## src/rtl/fetch_stage.sv

```systemverilog
// ---------------------------------------------------------------------------
// fetch_stage
//
// Instruction-fetch stage. Owns the PC, issues word fetches to instruction
// memory over a valid/ready request channel, matches in-order responses
// against a 2-entry tracker of issued PCs, and buffers the results in a
// 2-entry FIFO that feeds decode with valid/ready.
//
// A taken branch/jump from EX (redirect_i) reloads the PC, empties the output
// FIFO and marks every tracked request as wrong-path. Responses to those
// requests still arrive and are discarded.
//
// Requests are throttled by a credit rule: a new fetch may issue only while
// (outstanding requests + buffered instructions) < 2. Every response
// therefore has a FIFO slot waiting for it, and the memory response channel
// needs no backpressure.
//
// Ports
//   clk_i            in   1   clock
//   rst_i            in   1   synchronous active-high reset
//   redirect_i       in   1   taken branch/jump pulse from EX
//   redirect_pc_i    in  32   redirect target (forced to word alignment)
//   imem_req_valid_o out  1   fetch request valid
//   imem_req_ready_i in   1   memory accepts request
//   imem_req_addr_o  out 32   fetch address (word aligned)
//   imem_rsp_valid_i in   1   response valid, in request order
//   imem_rsp_data_i  in  32   fetched instruction
//   inst_valid_o     out  1   instruction available to decode
//   inst_ready_i     in   1   decode accepts
//   inst_o           out 32   instruction
//   inst_pc_o        out 32   PC of inst_o
// ---------------------------------------------------------------------------
module fetch_stage #(
    parameter logic [31:0] RESET_PC = 32'h0000_0000
) (
    input  logic        clk_i,
    input  logic        rst_i,
    input  logic        redirect_i,
    input  logic [31:0] redirect_pc_i,
    output logic        imem_req_valid_o,
    input  logic        imem_req_ready_i,
    output logic [31:0] imem_req_addr_o,
    input  logic        imem_rsp_valid_i,
    input  logic [31:0] imem_rsp_data_i,
    output logic        inst_valid_o,
    input  logic        inst_ready_i,
    output logic [31:0] inst_o,
    output logic [31:0] inst_pc_o
);

    // Program counter of the next request.
    logic [31:0] pc_r;

    // In-order tracker of issued requests: PC plus a live bit that is
    // cleared when a redirect makes the request wrong-path.
    logic [31:0] trk_pc [2];
    logic [1:0]  trk_live;
    logic        trk_wr;
    logic        trk_rd;
    logic [1:0]  trk_count;

    // Output FIFO of {instruction, PC} pairs.
    logic [31:0] fifo_inst [2];
    logic [31:0] fifo_pc   [2];
    logic        fifo_wr;
    logic        fifo_rd;
    logic [1:0]  fifo_count;

    logic        credit_ok;
    logic        req_fire;
    logic        rsp_pop;
    logic        fifo_push;
    logic        fifo_pop;

    // The two low target bits are dropped by word alignment.
    logic        unused_pc_bits;
    assign unused_pc_bits = ^redirect_pc_i[1:0];

    // -----------------------------------------------------------------------
    // Handshake decode
    // -----------------------------------------------------------------------
    assign credit_ok        = ({1'b0, trk_count} + {1'b0, fifo_count}) < 3'd2;
    assign imem_req_valid_o = ~rst_i & credit_ok;
    assign imem_req_addr_o  = pc_r;
    assign req_fire         = imem_req_valid_o & imem_req_ready_i;

    // A response with nothing tracked is a leftover from before reset: drop.
    assign rsp_pop   = imem_rsp_valid_i & (trk_count != 2'd0);
    // Wrong-path responses, and anything arriving alongside a redirect,
    // are consumed from the tracker but never buffered.
    assign fifo_push = rsp_pop & trk_live[trk_rd] & ~redirect_i;

    assign inst_valid_o = ~rst_i & (fifo_count != 2'd0);
    assign fifo_pop     = inst_valid_o & inst_ready_i;
    assign inst_o       = fifo_inst[fifo_rd];
    assign inst_pc_o    = fifo_pc[fifo_rd];

    // -----------------------------------------------------------------------
    // PC, tracker control and output FIFO
    // -----------------------------------------------------------------------
    // NOTE: sequential state is updated with non-blocking assignments only,
    // so every register samples the pre-edge value of every other register.
    always_ff @(posedge clk_i) begin
        if (rst_i) begin
            pc_r       <= {RESET_PC[31:2], 2'b00};
            trk_live   <= 2'b00;
            trk_wr     <= 1'b0;
            trk_rd     <= 1'b0;
            trk_count  <= 2'd0;
            fifo_wr    <= 1'b0;
            fifo_rd    <= 1'b0;
            fifo_count <= 2'd0;
            // NOTE: the FIFO storage is reset because inst_o/inst_pc_o read
            // it directly and must show zero out of reset; the tracker PC
            // storage is never observed while empty and is left unreset.
            fifo_inst[0] <= 32'd0;
            fifo_inst[1] <= 32'd0;
            fifo_pc[0]   <= 32'd0;
            fifo_pc[1]   <= 32'd0;
        end else begin
            // PC: redirect wins over the sequential increment.
            if (redirect_i) begin
                pc_r <= {redirect_pc_i[31:2], 2'b00};
            end else if (req_fire) begin
                pc_r <= pc_r + 32'd4;
            end

            // Tracker pointers and occupancy. The credit rule keeps a push
            // from ever landing on a full tracker.
            if (req_fire) begin
                trk_wr <= ~trk_wr;
            end
            if (rsp_pop) begin
                trk_rd <= ~trk_rd;
            end
            trk_count <= trk_count + {1'b0, req_fire} - {1'b0, rsp_pop};

            // A redirect kills everything tracked, including a same-cycle push.
            if (redirect_i) begin
                trk_live <= 2'b00;
            end else if (req_fire) begin
                trk_live[trk_wr] <= 1'b1;
            end

            // Output FIFO: a redirect flushes it and overrides any
            // same-cycle push or pop.
            if (redirect_i) begin
                fifo_wr    <= 1'b0;
                fifo_rd    <= 1'b0;
                fifo_count <= 2'd0;
            end else begin
                if (fifo_push) begin
                    fifo_inst[fifo_wr] <= imem_rsp_data_i;
                    fifo_pc[fifo_wr]   <= trk_pc[trk_rd];
                    fifo_wr            <= ~fifo_wr;
                end
                if (fifo_pop) begin
                    fifo_rd <= ~fifo_rd;
                end
                fifo_count <= fifo_count + {1'b0, fifo_push} - {1'b0, fifo_pop};
            end
        end
    end

    // Tracker PC storage: written on every accepted request, read only
    // through valid tracker entries.
    always_ff @(posedge clk_i) begin
        if (req_fire) begin
            trk_pc[trk_wr] <= pc_r;
        end
    end

endmodule
```

## config.mk

```make
export PLATFORM = sky130hd
export DESIGN_NAME = fetch_stage
export DESIGN_NICKNAME = d
export VERILOG_FILES = /design/src/rtl/fetch_stage.sv
export SDC_FILE = /design/constraint.sdc
export NUM_CORES = 1
export LEC_CHECK = 0
export ABC_AREA = 0
export BUFFER_PORTS_ARGS = -buffer_cell sky130_fd_sc_hd__buf_2
export CAP_MARGIN = 20
export CORE_UTILIZATION = 55
export CTS_CLUSTER_SIZE = 25
export DETAILED_ROUTE_END_ITERATION = 8
export PLACE_DENSITY_LB_ADDON = 0.3
export SLEW_MARGIN = 20
export SYNTH_ARGS = -nofsm -noshare
export SYNTH_HDL_FRONTEND = slang
export SYNTH_SLANG_ARGS = --single-unit
```

## constraint.sdc

```tcl
create_clock -name clk_i -period 18.3 [get_ports clk_i]
set_clock_uncertainty 0.05 [all_clocks]
set_input_delay 1.83 -clock clk_i [delete_from_list [all_inputs] [get_ports clk_i]]
set_output_delay 1.83 -clock clk_i [all_outputs]
set_load 0.03 [all_outputs]
```

; ---- Word level (Yosys, flattened, before mapping)
; Memories as Yosys holds them, arrays and structs flattened. A register that Yosys moved wholly into a read port is not among the register bits.
; Index checks and enable logic that the tools add are counted.
[word_totals]
reg_bits = 42
ramBits = 192
out_inout_bits = 98
elab_cells = 69
memories = 3
[memory_table]
columns = name, depth, word_bits, read_ports, rd_clocked_by_memory_dff, wr, line
row1 = fifo_inst, 2, 32, 1, 1, 2, 63  ; logic [31:0] fifo_inst [2];
row2 = fifo_pc, 2, 32, 1, 1, 2, 64  ; logic [31:0] fifo_pc [2];
row3 = trk_pc, 2, 32, 1, 1, 1, 56  ; logic [31:0] trk_pc [2];
[op_classes]
add_sub_neg = 6
n_lt_le_gt_ge = 4
mux = 26
n_bitwise = 14
n_reduce_logical = 7
[ops]
columns = operator, n
row1 = $mux W32, 4
row2 = $reduce_or A32 Y1, 2
row3 = $add A32 B3 Y32 const B, 1
row4 = $mux W1, 21
row5 = $and A1 B1 Y1, 7
row6 = $not A1 Y1, 6
row7 = $reduce_bool A2 Y1, 3
row8 = $add A2 B1 Y2, 2
row9 = $lt A1 B2 Y1 const B, 2
row10 = $sub A2 B1 Y2, 2
row11 = $add A2 B2 Y3, 1
row12 = $lt A3 B2 Y1 const B, 1
row13 = $or A2 B2 Y2, 1
row14 = $reduce_or A2 Y1, 1
row15 = $demux W1 S1, 1
row16 = $ge A1 B1 Y1 const B, 1
row17 = $logic_and A1 B1 Y1, 1

; ---- Depth between registers and ports, before layout
; Gate-level depths: netlist (run 1).
[logic_depth]
word_depth = 10
depth_mapped = 10

; ---- Worst setup path before layout (run 1)
; No wires, ideal clock.
[synth_timing]
path_type = input -> register
start = input imem_rsp_valid_i
end = memory fifo_inst[0][0], enable pin
arrival_time_ns = 6.861
t_required_ns = 17.682
slack_ns = 10.821
stages = 4
cell_sequence = o21ai_0 or3_1 clkbuf_1 o21ai_0
[synth_rtl]
columns = element, line
row1 = from (decl), 43  ; input logic imem_rsp_valid_i,
row2 = to (decl), 63

; ---- Worst setup path after layout (run 1)
[layout_timing]
start = input rst_i
end = output inst_valid_o
[layout_between]
elab_chain_cells = 2
[layout_lines]
columns = element, line
row1 = from (decl), 37  ; input logic rst_i,
row2 = $not A1 Y1, 93  ; assign inst_valid_o = ~rst_i & (fifo_count != 2'd0);
row3 = $and A1 B1 Y1, 93
row4 = to (decl), 45  ; output logic inst_valid_o,
; Every way passes these cells.

==> qor.csv, run 1 <==
metric,value,unit
htreeDepth,1,
clkSinkCount,226,
syn_to_final_growth,18.53,%
p_comb_share,10.4,%
clock_path_buffers,3,
p_per_area,106.0,nW/um^2
rsz0062_at_grt,false,
met2_usage,40.49,%
placed_area,10760,sq um
nFillCells,1250,
grt_pass1_vias,6519,
startpoint_type,primary input,
status,"finished, final reports clean",
drv_slew,0,
dieArea,18230,sq um
switching_share,24.47,%
cp_slowest_cell,buf_2,
critPathTopFamily,buffers and inverters,
drc,0,
core_area,17300,sq um
yosys.area.top_type,edfxtp_1,
pwr-share-clk,39.1,%
seq_area,6369,sq um
critPathKind,in2out,
grt.met1_usage,28.01,%
crit_top_cell,buf_2,
yosysMostFrequentCell,edfxtp_1,
synth-edff-count,184,
max-cap-violations,0,
crit_path_end_kind,primary output,
cts_resized,0,
worst_ep_required_time,16.42,ns
ys_top_cells_by_area,"edfxtp_1, dfxtp_1, mux2_2",
ir_drop,0.00006824,V
netlist.area_leader.share,56.78,%
fin_area,11530,sq um
yosysUniqueCellTypes,58,
routed_wl,20710,microns
ios,168,
fin_ws,13.55,ns
clock.fmax,0.2106,GHz
grt_start_max_net_pins,63,
grt_pass1_wl,32440,microns
p_int,0.9236,mW
post_cts.repair.setup_buffers,0,
power_frac_seq,50.5,%
cts_hold_buffers,0,
synthCells,726,
multi_input_area,3164,sq um
cts_tree,yes,
cp.arrival,2.87,ns
hp-class,reg2reg,
avgRoutedWirePerCell,18.49,microns
cp_slowest_stage_delay,0.58,ns
grt.busiest_layer,met2,
ys_ff_latch,226,
cts_buffers,23,
overflow,0,
finalCritPeriodShare,25.95,%
grt_usage,22.97,%
via_per_inst,5.755,
finalCriticalPeriod,4.749,ns
synth_ff_type,edfxtp_1,
tightest_slew,1.064,ns
drtPass1Iterations,8,
first_iter_violations,500,
syn_area_per_cell,13.40,sq um
p_leak,4.474,nW
p_switching,0.2992,mW
crit_buf_inv,2,
cts-root-buf,clkbuf_16,
start_util,56.26,%
dp_hpwl,13630,microns
io_buffers,161,
path_max_fanout,37,
drive_gt1_share,31.66,%
clk_latency,0.51,ns
synth-async-reset-ratio,0,%
fin_nets,953,
dpl_worst_slack,13.35,ns
gp_congestion,0.8434,
synth_common_cells,"edfxtp_1, nor2_1, and2_1",
syn_area,9731,sq um
met3_usage,3.716,%
route.vias.total,6446,
die_h,135.0,microns
slew-limit-headroom,28.47,%
num_rows,48,
die_x,135.0,microns
hold_violations,0,
synth_warnings,0,
antenna_found_initial,2,
clk_pin_slew,0.06,ns
fin_setup_tns,0,ns
setup_viol,0,
ant_nets,0,
seq_area_frac_synth,65.42,%
crit_chain,buf_2 -> o21ba_2 -> buf_2,
## worst register-to-register path: stages (launching register included)
cell and delay (ns):
dfxtp_1 0.36, and2_1 0.16, fa_1 0.47, nor4b_4 0.83, inv_2 0.30, or4_1 0.75
or3_1 0.38, a2111oi_1 0.37
## cells by family after synthesis
kind of cell               after synthesis  synth area share, %
and+or+nand+nor                        265                14.65
DFF                                    226                65.42
muxes                                   93                10.36
buffers and inverters                   61                2.559
AOI/OAI and AO/OA                       57                4.591
xor gates and xnor gates                17                1.530
adders and majority gates                6               0.8487
other                                    1              0.03854
## metal layers
metal	part of all wire, %	wire, microns
met5	0.063	13
met4	3.0	616
met3	7.4	1542
met2	50	10380
met1	39	8156
## cell type report
type | instances | area share (%)
inverter | 14 | 0.4556
clock buffer | 25 | 5.055
sequential | 226 | 55.22
tap | 225 | 2.441
multi-input combinational | 442 | 27.44
timing repair buffer | 170 | 7.746
clock inverter | 17 | 1.627
antenna | 1 | 0.02170
## registers in the layout, summed over array words and instances (netlist names), named ones only
signal / cells
fifo_count: 2
fifo_inst: 64
fifo_pc: 60
fifo_rd: 1
fifo_wr: 1
imem_req_addr_o: 30
trk_count: 2
trk_live: 2
trk_pc: 60
trk_rd: 1
trk_wr: 1
## metrics by stage
step / cells / util [%] / hold slack (ns) / power (mW)
after floorplan: 729 / - / 0.3896 / 0.7137
after global placement: 1076 / 62.04 / 0.4006 / 0.7485
after detailed placement: 1077 / 62.20 / 0.4081 / 0.7551
after CTS: 1119 / 66.65 / 0.4229 / 1.231
after global routing: 1120 / 66.68 / 0.4513 / 1.262
final: 1120 / 66.68 / 0.4225 / 1.223
## cell usage in the layout, fill, tap and decap left out, types with 5 or more instances in the layout
cell type	instances
nand2_1	17
buf_2	161
nor4_1	8
buf_4	8
xor2_1	6
or4_1	7
and2_1	69
edfxtp_1	184
nor3_1	8
and3_1	10
dfxtp_1	40
ha_1	5
mux2i_1	31
nand3_1	13
and4_1	6
mux2_2	62
nor2b_1	5
nand4_1	13
clkbuf_16	23
nor2_1	90
a311oi_1	8
xnor2_1	11
o21ai_0	8
a211oi_1	8
inv_1	13
clkinv_1	6
## final timing paths
kind | from | end | slack, ns | cells past startpoint
worst max-delay path | rst_i | inst_valid_o | 13.55 | 3
worst min-delay path | trk_live[1]$_SDFFE_PP0P_ | trk_live[1]$_SDFFE_PP0P_ | 0.42 | 1
worst max register to register | fifo_count[0]$_SDFF_PP0_ | imem_req_addr_o[21]$_SDFFE_PP0P_ | 14.53 | 7
worst min register to register | trk_live[1]$_SDFFE_PP0P_ | trk_live[1]$_SDFFE_PP0P_ | 0.42 | 1
## power by group through the flow
stage | combinational [mW] | sequential (mW) | clock (mW)
after floorplan | 0.0907 | 0.623 | 0
final | 0.127 | 0.618 | 0.479
after CTS | 0.127 | 0.618 | 0.485
after global routing | 0.137 | 0.622 | 0.503
after detailed placement | 0.126 | 0.629 | 0
after global placement | 0.122 | 0.626 | 0
No activity file was read; power rests on OpenSTA's default activity.
==> inputs of run 2 (changes only) <==
ABC_AREA = 1   (was 0)
CORE_UTILIZATION = 51   (was 55)
clock period = 4.2 ns   (was 18.3 ns; I/O delays follow)
==> run 2 against run 1 <==
Net effect: design area up 3.3%; routed wire length down 2.9%; global-route usage down 3.6 points; combinational power rose to 5.2 times the previous value; critical endpoint is now inst_pc_o[8]; first-iteration DRC count down 48%; clock power rose to 4.2 times the previous value; count of clock-buffer cells in the layout up 7; sequential share of layout area down 1.8 points.
==> qor.csv, run 2 <==
metric,value,unit,change
status,"finished, final reports clean",,unchanged
rsz0062_at_grt,false,,unchanged
cts-root-buf,clkbuf_16,,unchanged
ir_drop,0.0002352,V,was 0.00006824 V
yosysMostFrequentCell,edfxtp_1,,unchanged
largest_reg_flops,64,,unchanged
reg2regPathDepth,11,,was 7
dp_hpwl,12710,microns,was 13630 microns
reg_top3,"fifo_inst: 64 flops, fifo_pc: 60 flops, trk_pc: 60 flops",,unchanged
netlist.area_leader.share,53.89,%,was 56.78%
crit_path_end_kind,primary output,,unchanged
ios,168,,unchanged
grt_usage,19.41,%,was 22.97%
critPathTopFamily,flip-flops,,was buffers and inverters
p_leak,4.840,nW,was 4.474 nW
syn_to_final_growth,16.21,%,was 18.53%
ys_top_cells_by_area,"edfxtp_1, dfxtp_1, mux2_2",,unchanged
crit_buf_inv,2,,unchanged
yosys.area.top_type,edfxtp_1,,unchanged
io_buffers,161,,unchanged
ys_ff_latch,226,,unchanged
drc,0,,unchanged
core_area,19590,sq um,was 17300 sq um
post_cts.repair.setup_buffers,0,,unchanged
grt_pass1_vias,6163,,was 6519
fin_area,11920,sq um,was 11530 sq um
startpoint_type,register,,was primary input
synth_common_cells,"edfxtp_1, nand2_1, nor2_1",,"was edfxtp_1, nor2_1, and2_1"
cts_tree,yes,,unchanged
p_switching,1.327,mW,was 0.2992 mW
power,5.306,mW,was 1.223 mW
drtPass1Iterations,5,,was 8
largest_register,fifo_inst,,unchanged
clock_path_buffers,3,,unchanged
first_iter_violations,258,,was 500
cp_slowest_stage_delay,0.77,ns,was 0.58 ns
syn_area_per_cell,11.55,sq um,was 13.40 sq um
grt_start_max_net_pins,63,,unchanged
antenna_cells,0,,was 1
placed_area,11170,sq um,was 10760 sq um
switching_share,25.00,%,was 24.47%
ant_nets,0,,unchanged
cts_hold_buffers,0,,unchanged
die_x,143.8,microns,was 135.0 microns
fin_nets,1121,,was 953
start_util,52.34,%,was 56.26%
syn_area,10250,sq um,was 9731 sq um
grt_pass1_wl,30860,microns,was 32440 microns
final_cell_mix,"edfxtp_1, buf_2, nand2_1, nor2_1, inv_1",,"was edfxtp_1, buf_2, nor2_1, and2_1, mux2_2"
cts_buffers,23,,unchanged
hp-class,in2reg,,was reg2reg
clock.fmax,0.3588,GHz,
cts_resized,0,,unchanged
worst-path-stages,3,,unchanged
drv_slew,0,,unchanged
max-cap-violations,0,,unchanged
slew-limit-headroom,41.56,%,was 28.47%
synthCells,888,,was 726
worst_ep_required_time,3.73,ns,was 16.42 ns
synth-edff-count,184,,unchanged
whs,0.1316,ns,was 0.4225 ns
critPathKind,reg2out,,was in2out
power_frac_seq,49.9,%,was 50.5%
clk_latency,0.50,ns,was 0.51 ns
hold_depth,3,,was 1
finalCritPeriodShare,66.37,%,
p_per_area,445.3,nW/um^2,was 106.0 nW/um^2
dieArea,20680,sq um,was 18230 sq um
finalCriticalPeriod,2.787,ns,
path_max_fanout,26,,was 37
yosysUniqueCellTypes,37,,was 58
overflow,0,,unchanged
clk_pin_slew,0.06,ns,about the same
clkSinkCount,226,,unchanged
routed_wl,20110,microns,was 20710 microns
nFillCells,1622,,was 1250
crit_chain,buf_4 -> mux2_2 -> buf_2,,was buf_2 -> o21ba_2 -> buf_2
tightest_slew,0.8766,ns,was 1.064 ns
gp_congestion,0.8242,,was 0.8434
htreeDepth,1,,unchanged
layout_commonest_cell,edfxtp_1,,unchanged
p_comb_share,12.5,%,was 10.4%
via_per_inst,5.043,,was 5.755
cp_slowest_cell,dfxtp_2,,was buf_2
avgRoutedWirePerCell,15.17,microns,was 18.49 microns
p_int,3.980,mW,was 0.9236 mW
num_rows,51,,was 48
fin_setup_tns,0,ns,unchanged
seq_area_frac_synth,62.09,%,was 65.42%
die_h,143.8,microns,was 135.0 microns
drive_gt1_share,33.36,%,was 31.66%
synth-async-reset-ratio,0,%,unchanged
hold_violations,0,,unchanged
setup_viol,0,,unchanged
cp.arrival,2.32,ns,was 2.87 ns
pwr-share-clk,37.6,%,was 39.1%
synth_warnings,0,,unchanged
antenna_found_initial,0,,was 2
route.vias.total,6687,,was 6446
synth_ff_type,edfxtp_1,,unchanged
[run 2: cell types whose count changed after synthesis, sizes merged, moves of 29 or more]
cell | previous run | this run
nor2 | 91 | 178
clkbuf | 40 | 9
and2 | 70 | 3
nand2 | 17 | 124
inv | 14 | 95
a21oi | 2 | 31
[run 2: layout make-up]
class	instances	area, sq um	area share [%]
well taps	265	331.6	2.783
repair buffers	169	865.8	7.267
flip-flops and latches	226	6367	53.44
multi-input cells	530	3239	27.19
clock inverters	9	97.59	0.8191
inverters	95	364.1	3.056
clock buffers	32	649.4	5.450
[run 2: stage by stage]
step	utilization, %	instances	setup WS [ns]
global route	60.82	1326	1.268
finish	60.82	1326	1.413
floorplan	-	891	1.125
CTS	60.82	1326	1.330
detailed placement	57.01	1285	1.285
global placement	57.01	1285	1.329
[run 2: cell families after synthesis]
group	synth area share (%)
muxes	9.738
DFF	62.09
buffers and inverters	6.528
AOI/OAI and AO/OA	3.588
and+or+nand+nor	16.11
xor gates and xnor gates	1.110
adders and majority gates	0.8054
other	0.03657
[run 2: tightest hold or removal path: cells and delay by family]
kind	cells	cell delay, ns
AO/OA/AOI/OAI	1	0.07
buffers and inverters	1	0.10
AND/OR/NAND/NOR	1	0.05
[run 2: worst paths after layout]
kind	startpoint	end	slack [ns]
min	redirect_pc_i[3]	imem_req_addr_o[3]$_SDFFE_PP0P_	0.13
max	register	inst_pc_o[8]	1.41
min reg2reg	trk_live[1]$_SDFFE_PP0P_	trk_live[1]$_SDFFE_PP0P_	0.42
max reg2reg	trk_count[0]$_SDFF_PP0_	imem_req_addr_o[14]$_SDFFE_PP0P_	1.46
[run 2: power by group through the flow]
| stage | clock network [mW] | registers (mW) | logic, mW |
|---|---|---|---|
| 2_1_floorplan | 0 | 2.71 | 0.471 |
| 3_3_place_gp | 0 | 2.68 | 0.660 |
| 3_5_place_dp | 0 | 2.69 | 0.666 |
| 4_1_cts | 2.04 | 2.64 | 0.670 |
| 5_1_grt | 2.10 | 2.66 | 0.722 |
| 6_report | 2.00 | 2.65 | 0.664 |
[run 2: metal layers]
layer | vias up | routed length, microns | global-route usage, % | share of wire (%)
met1 | 3191 | 8986 | 25.04 | 45
li1 | 3280 | - | - | -
met3 | 21 | 1163 | 3.066 | 5.8
met2 | 195 | 9716 | 34.13 | 48
met4 | 0 | 246 | 4.647 | 1.2
met5 | - | 0 | 0 | 0
